===== config.mk =====
export PLATFORM = sky130hd
export DESIGN_NAME = sbus_mem_req
export DESIGN_NICKNAME = d
export VERILOG_FILES = /design/src/rtl/sbus_mem_req.sv
export SDC_FILE = /design/constraint.sdc
export NUM_CORES = 1
export LEC_CHECK = 0
export CELL_PAD_IN_SITES_DETAIL_PLACEMENT = 0
export CELL_PAD_IN_SITES_GLOBAL_PLACEMENT = 1
export CORE_MARGIN = 3
export CORE_UTILIZATION = 30
export CTS_CLUSTER_SIZE = 14
export DETAILED_ROUTE_END_ITERATION = 10
export PLACE_DENSITY_LB_ADDON = 0.1
export SKIP_LAST_GASP = 1
export SYNTH_ARGS = -nofsm -noshare
export SYNTH_HDL_FRONTEND = slang
export SYNTH_SLANG_ARGS = --single-unit

===== constraint.sdc =====
create_clock -name clock -period 2.8 [get_ports clock]
set_clock_uncertainty 0.2 [all_clocks]
set_input_delay 0.56 -clock clock [delete_from_list [all_inputs] [get_ports clock]]
set_output_delay 0.56 -clock clock [all_outputs]
set_load 0.05 [all_outputs]

===== src/rtl/sbus_mem_req.sv =====
`default_nettype none
// ============================================================================
// Module   : sbus_mem_req
// Brief    : SBUS memory request sequencer. It latches the address, checks
//            parity, runs the ack/data handshake and detects the NXM timeout.
// Revision : 1.0 - initial release
// ============================================================================
module sbus_mem_req #(
  parameter int ACK_TIMEOUT = 64,
  parameter bit CHECK_PAR   = 1'b1
) (
  input  logic        clock,
  input  logic        reset_n,
  input  logic        req,
  input  logic [21:0] pa,
  input  logic        adr_par,
  input  logic        rd,
  input  logic        wr,
  input  logic        quad,
  input  logic        mem_adr_ack,
  input  logic        mem_data_valid,
  output logic        sbus_start,
  output logic [21:0] sbus_adr,
  output logic [3:0]  sbus_rq,
  output logic        sbus_rd,
  output logic        sbus_wr,
  output logic        busy,
  output logic [1:0]  word_idx,
  output logic        done,
  output logic        nxm,
  output logic        par_err
);

  // pa[21:2] carries PA[14:33]; pa[1:0] carries PA[34:35], the word in the quadword.
  localparam int                   c_timer_w    = $clog2(ACK_TIMEOUT + 1);
  localparam logic [c_timer_w-1:0] c_timer_last = c_timer_w'(ACK_TIMEOUT - 1);

  typedef enum logic [2:0] {
    S_IDLE      = 3'd0,
    S_START     = 3'd1,
    S_ADR_WAIT  = 3'd2,
    S_DATA_WAIT = 3'd3,
    S_DONE      = 3'd4,
    S_ERR_NXM   = 3'd5,
    S_ERR_PAR   = 3'd6
  } state_t;

  state_t               r_state;
  logic [c_timer_w-1:0] r_timer;
  logic [19:0]          r_adr_hi;
  logic [1:0]           r_word;
  logic [3:0]           r_rq;
  logic                 r_rd;
  logic                 r_wr;
  logic                 r_start;
  logic                 r_busy;
  logic                 r_done;
  logic                 r_nxm;
  logic                 r_par_err;

  logic                 w_par_ok;
  logic                 w_expire;
  logic [3:0]           w_first_bit;
  logic [3:0]           w_rq_left;
  logic [c_timer_w-1:0] w_timer_inc;

  assign w_par_ok    = !CHECK_PAR || (^{pa[21:2], adr_par});
  assign w_expire    = (r_timer == c_timer_last);
  assign w_first_bit = 4'b0001 << pa[1:0];
  assign w_rq_left   = r_rq & ~(4'b0001 << r_word);
  assign w_timer_inc = r_timer + c_timer_w'(1);

  // The timer counts clocks since sbus_start rose, so START already counts one.
  always_ff @(posedge clock or negedge reset_n) begin
    if (!reset_n) begin
      r_state   <= S_IDLE;
      r_timer   <= '0;
      r_adr_hi  <= '0;
      r_word    <= '0;
      r_rq      <= '0;
      r_rd      <= 1'b0;
      r_wr      <= 1'b0;
      r_start   <= 1'b0;
      r_busy    <= 1'b0;
      r_done    <= 1'b0;
      r_nxm     <= 1'b0;
      r_par_err <= 1'b0;
    end else begin
      r_done    <= 1'b0;
      r_nxm     <= 1'b0;
      r_par_err <= 1'b0;
      case (r_state)
        S_IDLE: begin
          if (req && (rd || wr)) begin
            r_adr_hi <= pa[21:2];
            r_word   <= pa[1:0];
            r_rd     <= rd;
            r_wr     <= wr;
            r_busy   <= 1'b1;
            r_timer  <= '0;
            if (w_par_ok) begin
              r_rq    <= quad ? 4'b1111 : w_first_bit;
              r_start <= 1'b1;
              r_state <= S_START;
            end else begin
              r_rq      <= '0;
              r_par_err <= 1'b1;
              r_state   <= S_ERR_PAR;
            end
          end
        end
        S_START: begin
          r_timer <= w_timer_inc;
          r_state <= S_ADR_WAIT;
        end
        S_ADR_WAIT: begin
          if (mem_adr_ack) begin
            r_start <= 1'b0;
            r_timer <= '0;
            r_state <= S_DATA_WAIT;
          end else if (w_expire) begin
            r_start <= 1'b0;
            r_rq    <= '0;
            r_nxm   <= 1'b1;
            r_state <= S_ERR_NXM;
          end else begin
            r_timer <= w_timer_inc;
          end
        end
        S_DATA_WAIT: begin
          // Data takes priority over a coincident timer expiry.
          if (mem_data_valid) begin
            r_rq    <= w_rq_left;
            r_word  <= r_word + 2'd1;
            r_timer <= '0;
            if (w_rq_left == 4'b0000) begin
              r_done  <= 1'b1;
              r_state <= S_DONE;
            end
          end else if (w_expire) begin
            r_rq    <= '0;
            r_nxm   <= 1'b1;
            r_state <= S_ERR_NXM;
          end else begin
            r_timer <= w_timer_inc;
          end
        end
        S_DONE, S_ERR_NXM, S_ERR_PAR: begin
          r_busy  <= 1'b0;
          r_state <= S_IDLE;
        end
        default: begin
          r_busy  <= 1'b0;
          r_start <= 1'b0;
          r_state <= S_IDLE;
        end
      endcase
    end
  end

  assign sbus_start = r_start;
  assign sbus_adr   = {r_adr_hi, r_word};
  assign sbus_rq    = r_rq;
  assign sbus_rd    = r_rd;
  assign sbus_wr    = r_wr;
  assign busy       = r_busy;
  assign word_idx   = r_word;
  assign done       = r_done;
  assign nxm        = r_nxm;
  assign par_err    = r_par_err;

endmodule
`default_nettype wire

==> summary.txt, run 1 <==
Job
  – Number of max-cap violations: 0

Routing
  – Residual DRC count: 0
  – DR vias: 1742
  – WL/cell: 14.84 um
  – Post-route ant nets: 0
  – TritonRoute pass-1 iters: 4
  – Detailed Route Iter0 Violations: 49
  – DR vias/cell: 4.721
  – Routed WL: 5476 um

Clocking
  – Register clock-pin slew on the reported worst setup and hold paths: 0.08 ns
  – Clk_lat worst skew: 0.29 ns
  – Post-cts hold buffer count: 0
  – Post-CTS Resized: 0
  – Clock root buffer: clkbuf_8
  – Htree depth: 2
  – Clock sink count: 43
  – TritonCTS buffer count: 5
  – Post-CTS setup buffers: 0
  – CTS tree: built
  – Clk buf depth: 2

Finish
  – P&R area growth vs syn: 38.86%
  – Seq. cell area: 1076 um^2
  – Share of cells above drive strength 1: between 10% and 20%
  – FILL cells: 727
  – Inserted Diodes: 0
  – Most frequent cells in the layout: 64 x clkdlybuf4s50_1, 43 x dfrtp_1, 22 x mux2_2
  – Area taken by multi-input logic gates: 1121 um^2
  – Final #Nets: 305
  – Commonest non-fill, non-tap cell in the layout: clkdlybuf4s50_1

Global routing
  – GRT Util Overall: 13.23%
  – Largest net degree at the start of global routing: 28
  – Vias in the first global route: 1821
  – Grt total ovfl: 0
  – Initial antenna violation count: 0
  – First-pass GRT wire length: 9156 um

Floorplan
  – Die area: about 8700 um^2
  – Die Span X: 93.05 um
  – CORE AREA: 7292 um^2
  – Num rows: 31
  – DIE HEIGHT: 93.05 um
  – I/O pins: 66
  – Initial Util: 31.18%

Hold path
  – Min-Delay Path Class: in -> async

Power
  – PD cells: roughly 1200 nW/um^2
  – Static Leak: 0.001353 uW
  – Total Power: 3825 uW
  – Max IR drop VDD: 0.3977 mV

Timing
  – Fmax achieved: 0.3810 GHz
  – Final-report max-slew violation count: 0
  – # setup viols final: 0
  – Worst slew margin: 56.31%
  – Final Hold Viols: 0
  – Min Tclk post-route: roughly 2.6 ns
  – Worst Max-Slew Pin Slew: around 0.66 ns
  – RSZ-0062 raised after global routing: false
  – Final critical-path share of the clock period: ~94%
  – Setup TNS: 0 ns

Synth
  – Synth top area share: about 47%
  – Sequential cell area fraction in the yosys report: 47.33%
  – Syn. warnings: 0
  – Post-synth EDFFs: 0
  – Ys async rst share: 100.0%
  – Largest cells by area after synthesis: dfrtp_1 47%, mux2_2 11%, xnor2_1 3.5%
  – Post-synth top flop: dfrtp_1
  – Area leader, netlist: dfrtp_1
  – FF+latch count, synth: 43
  – Post-synth net total: around 230
  – Synth Cell Area: 2273 um^2
  – Yosys cell types: 46
  – Mapped Cells: roughly 200
  – Post-Syn Area per Cell: 11.48 um^2

Setup path
  – CP max-delay cell: clkdlybuf4s50_1
  – Required time worst endpoint: between 2 and 3 ns
  – Kind of critical path: in -> reg
  – WP buf/inv: 1
  – Crit end category: register
  – Worst Setup Start Kind: input port
  – CP Data Arrival Time: 2.65 ns
  – CP Cell Sequence: clkdlybuf4s50_1 > xor2_1 > xnor3_1 > xnor3_2 > mux2i_2 > a32o_1
  – Largest delay share family, worst path: XOR/XNOR gates
  – CP peak stage delay: 0.49 ns
  – Crit-path max FO: 5

Placed design
  – Port Buf Inserts: 65
  – Hpwl dp: 4138 um
  – GPL Wtd Cong: 0.7347

Status
  – Run status: complete, no violations
-- per-layer routing --
layer  vias to the layer above  wire length, um  global-route usage [%]
met5                         -                0                       0
met4                         0               53                   3.297
met3                         6              406                   4.103
met2                        56             2327                   19.98
met1                       819             2689                   18.51
li1                        861                -                       -
-- path summary, 6_finish.rpt --
kind	startpoint	end	slack, ns	cells after the start
setup / recovery	pa[18]	sbus_rq[3]$_DFFE_PN0P_	0.18	6
hold / removal	reset_n	r_adr_hi[11]$_DFFE_PN0P_	0.09	1
setup reg to reg	r_state[0]$_DFFE_PN0P_	sbus_rq[3]$_DFFE_PN0P_	0.69	5
hold reg to reg	r_adr_hi[17]$_DFFE_PN0P_	r_adr_hi[17]$_DFFE_PN0P_	0.31	1
max in group asynchronous	reset_n	sbus_rd$_DFFE_PN0P_	1.71	2
min in group clock	r_adr_hi[17]$_DFFE_PN0P_	r_adr_hi[17]$_DFFE_PN0P_	0.31	1
-- metrics by stage --
step                setup slack, ns  util (%)  cell area, um^2  std cells  hold WS [ns]
floorplan                    0.5079         -             2273        198       0.06441
global placement           -0.08121     41.92             3057        361        0.2868
detailed placement          -0.1066     41.92             3057        361        0.2922
CTS                          0.1768     43.29             3157        369        0.1108
global route                0.06358     43.29             3157        369        0.1233
finish                       0.1753     43.29             3157        369       0.09419
-- cells by family (layout without fill, tap and decap cells) --
logic type	after synthesis	in the layout	synth area share, %
XOR/XNOR	15	15	8.255
multiplexers	25	25	12.38
buffers and inverters	18	90	3.357
adder cells (fa/ha/maj)	5	5	2.752
AO/OA/AOI/OAI	50	50	15.63
flip-flops	43	43	47.33
AND/OR/NAND/NOR	42	42	10.29
-- synthesized netlist by cell type (all sizes together) (3+ instances only) --
master and count:
dfrtp 43, mux2 22, inv 10, nand2 10
o21ai 10, xnor2 9, a21o 7, a21oi 5
buf 5, ha 5, nor2 5, o211ai 5
a32o 4, nand3 4, xnor3 4, clkbuf 3
mux2i 3, nand2b 3, nor3 3, nor3b 3
o21bai 3
-- power by group --
part	internal (uW)	leakage, uW	switching [uW]
registers	882	0.000538	199
logic	912	0.000764	1400
clock network	225	0.0000515	205
-- area by class of cell --
class                           count  share of cell area (%)
Clock buffer                        8                   3.171
Inverter                           10                   1.189
Multi-Input combinational cell    137                   35.51
Tap cell                           99                   3.924
Sequential cell                    43                   34.09
Timing Repair Buffer               72                   22.12
-- worst reg2reg max path: stages (launching register included) --
cell and delay [ns]:
dfrtp_1 0.53, nor3_1 0.32, nand2_1 0.18, or2_2 0.35, mux2i_2 0.29, a32o_1 0.18
-- registers in the layout (all words and copies together), names as in the netlist --
register,count
done,1
r_timer,7
sbus_rd,1
nxm,1
sbus_wr,1
sbus_start,1
r_state,3
word_idx,2
r_adr_hi,20
par_err,1
sbus_rq,4
busy,1
Note: power is estimated with default switching activity, not from simulation.
==> inputs of run 2 (changes only) <==
- CAP_MARGIN: default -> 0
- SLEW_MARGIN: default -> 5
==> results of run 2 <==
No change in the layout: final DEF, timing and power equal those of run 1.
==> inputs of run 3 (changes only) <==
- CAP_MARGIN: 0 -> 15
- CORE_UTILIZATION: 30 -> 39
==> run 3 against run 2 <==
Core utilization grew 13 points. Clock power grew 17%. Final area shrank 0.12%. Non-clock buffer count is the same. Wire length shrank 6.1%. Die area shrank 22%. Critical endpoint is now r_state[0]$_DFFE_PN0P_. Largest cell class unchanged.
==> summary.txt, run 3 (synthesis results as in run 1) <==
Clocking
  – TritonCTS buffer count: 5 (unchanged)
  – Post-CTS setup buffers: 0 (unchanged)
  – Clk_lat worst skew: 0.29 ns (about the same)
  – Clk buf depth: 2 (unchanged)
  – Register clock-pin slew on the reported worst setup and hold paths: 0.08 ns (about the same)
  – Clock sink count: 43 (unchanged)
  – CTS tree: built
  – Htree depth: 2 (unchanged)
  – Clock root buffer: clkbuf_8
  – Post-cts hold buffer count: 0 (unchanged)
  – Post-CTS Resized: 0 (unchanged)

Finish
  – Final std cells w/o fill: 342 (-7.3%)
  – P&R area growth vs syn: 38.69%
  – Seq. cell area: 1076 um^2 (unchanged)
  – Commonest non-fill, non-tap cell in the layout: clkdlybuf4s50_1
  – Reg with most FFs: r_adr_hi
  – Final #Nets: 305 (unchanged)
  – FILL cells: 498 (-31%)
  – Inserted Diodes: 0 (unchanged)
  – Post-route cell area: 3153 um^2 (-0.12%)
  – Most frequent cells in the layout: 64 x clkdlybuf4s50_1, 43 x dfrtp_1, 22 x mux2_2
  – Area taken by multi-input logic gates: 1121 um^2 (unchanged)
  – Share of cells above drive strength 1: 16.30% (+0.37 points)
  – Max reg flops: 20 (unchanged)

Setup path
  – Kind of critical path: in -> reg
  – Worst Setup Start Kind: input port
  – Crit end category: register
  – Required time worst endpoint: 2.83 ns (about the same)
  – Crit-path max FO: 5 (unchanged)
  – R2R setup slack: 0.69 ns (about the same)
  – CP Data Arrival Time: 2.62 ns (-0.03 ns)

Timing
  – Min Tclk post-route: 2.593 ns (-0.03205 ns)
  – Fmax achieved: 0.3857 GHz (+1.2%)
  – Setup TNS: 0 ns (unchanged)
  – Worst slew margin: 63.19% (+6.9 points)
  – Final critical-path share of the clock period: 92.59% (-1.1 points)
  – # setup viols final: 0 (unchanged)
  – Worst Max-Slew Pin Slew: 0.5522 ns (-0.1031 ns)
  – Final-report max-slew violation count: 0 (unchanged)
  – RSZ-0062 raised after global routing: false
  – Final Hold Viols: 0 (unchanged)

Routing
  – Routed WL: 5140 um (-6.1%)
  – Residual DRC count: 0 (unchanged)
  – TritonRoute pass-1 iters: 4 (unchanged)
  – Detailed Route Iter0 Violations: 56 (+14%)
  – Post-route ant nets: 0 (unchanged)
  – WL/cell: 15.03 um (+1.3%)
  – DR vias/cell: 5.164 (+9.4%)
  – DR vias: 1766 (+1.4%)

Global routing
  – Routing usage on met3: 3.579% (-0.52 points)
  – First-pass GRT wire length: 8569 um (-6.4%)
  – Initial antenna violation count: 0 (unchanged)
  – Met1 Track Usage GR: 22.32% (+3.8 points)
  – Vias in the first global route: 1762 (-3.2%)
  – Grt total ovfl: 0 (unchanged)
  – Largest net degree at the start of global routing: 44 (+57%)
  – GRT Util Overall: 16.80% (+3.6 points)
  – Gr busiest metal: met2
  – Met2 GRT Util: 27.48% (+7.5 points)

Placed design
  – Placed cell area: 3035 um^2 (-0.70%)
  – Hpwl dp: 3754 um (-9.3%)
  – Port Buf Inserts: 65 (unchanged)
  – Placed insts: 334 (-7.5%)
  – GPL Wtd Cong: 0.8085 (+10%)

Floorplan
  – Num rows: 27 (-13%)
  – Die Span X: 82.35 um (-11%)
  – Initial Util: 40.79% (+9.6 points)
  – DIE HEIGHT: 82.35 um (-11%)
  – CORE AREA: 5574 um^2 (-24%)
  – Die area: 6782 um^2 (-22%)
  – I/O pins: 66 (unchanged)

Power
  – PD cells: 1242 nW/um^2 (+2.5%)
  – Cell Int Power: 2103 uW (+4.2%)
  – Switching power: 1812 uW (+0.29%)
  – Clock power share: 12.8% (+1.6 points)
  – Comb power frac: 59.5% (-1.0 points)
  – Power share of the sequential group: 27.7% (-0.6 points)
  – Static Leak: 0.001369 uW (+1.2%)
  – Sw frac: 46.29% (-0.94 points)
  – Max IR drop VDD: 0.6186 mV (+56%)

Job
  – Number of max-cap violations: 0 (unchanged)

Status
  – Run status: complete, no violations

Hold path
  – Min-Delay Path Class: in -> async
run 3: critical path, cell delays in order:
cell and delay [ns]:
clkdlybuf4s50_1 0.49, xor2_1 0.18, xnor3_1 0.41, xnor3_2 0.45, mux2i_2 0.35, nand3b_1 0.17
run 3: metrics by stage:
stage               total power [uW]  hold slack (ns)  setup WS, ns  util, %
floorplan                       2671          0.06441        0.5079        -
global placement                3422           0.2860      -0.04939    54.46
detailed placement              3445           0.2921       -0.1078    54.46
CTS                             3952           0.1501        0.1887    56.57
global route                    4164           0.1787       0.05772    56.57
finish                          3915           0.1254        0.2074    56.57
run 3: final timing paths:
kind	from	to	cells past startpoint
min	reset_n	r_adr_hi[1]$_DFFE_PN0P_	2
min in group clock	r_adr_hi[19]$_DFFE_PN0P_	r_adr_hi[19]$_DFFE_PN0P_	1
max in group asynchronous	reset_n	busy$_DFFE_PN0P_	2
max reg2reg	r_state[0]$_DFFE_PN0P_	r_timer[5]$_DFFE_PN0P_	5
max	pa[18]	r_state[0]$_DFFE_PN0P_	6
min reg2reg	r_adr_hi[19]$_DFFE_PN0P_	r_adr_hi[19]$_DFFE_PN0P_	1
run 3: cell type report:
type / instances / share of cell area (%)
clock buffers: 6 / 2.619
clock inverters: 2 / 1.111
inverters: 10 / 1.190
multi-input cells: 137 / 35.56
flip-flops and latches: 43 / 34.13
well taps: 72 / 2.857
repair buffers: 72 / 22.54
run 3: power by group through the flow:
stage / Sequential [uW] / Combinational [uW] / Clock (uW)
5_1_grt: 1120 / 2500 / 545
2_1_floorplan: 1820 / 855 / 0
6_report: 1080 / 2330 / 502
3_3_place_gp: 1090 / 2330 / 0
3_5_place_dp: 1100 / 2350 / 0
4_1_cts: 1080 / 2350 / 518
run 3: layer usage:
| layer | wire length (um) | share of wire (%) |
|---|---|---|
| met5 | 0 | 0 |
| met4 | 59 | 1.1 |
| met3 | 302 | 5.9 |
| met2 | 2453 | 48 |
| met1 | 2325 | 45 |
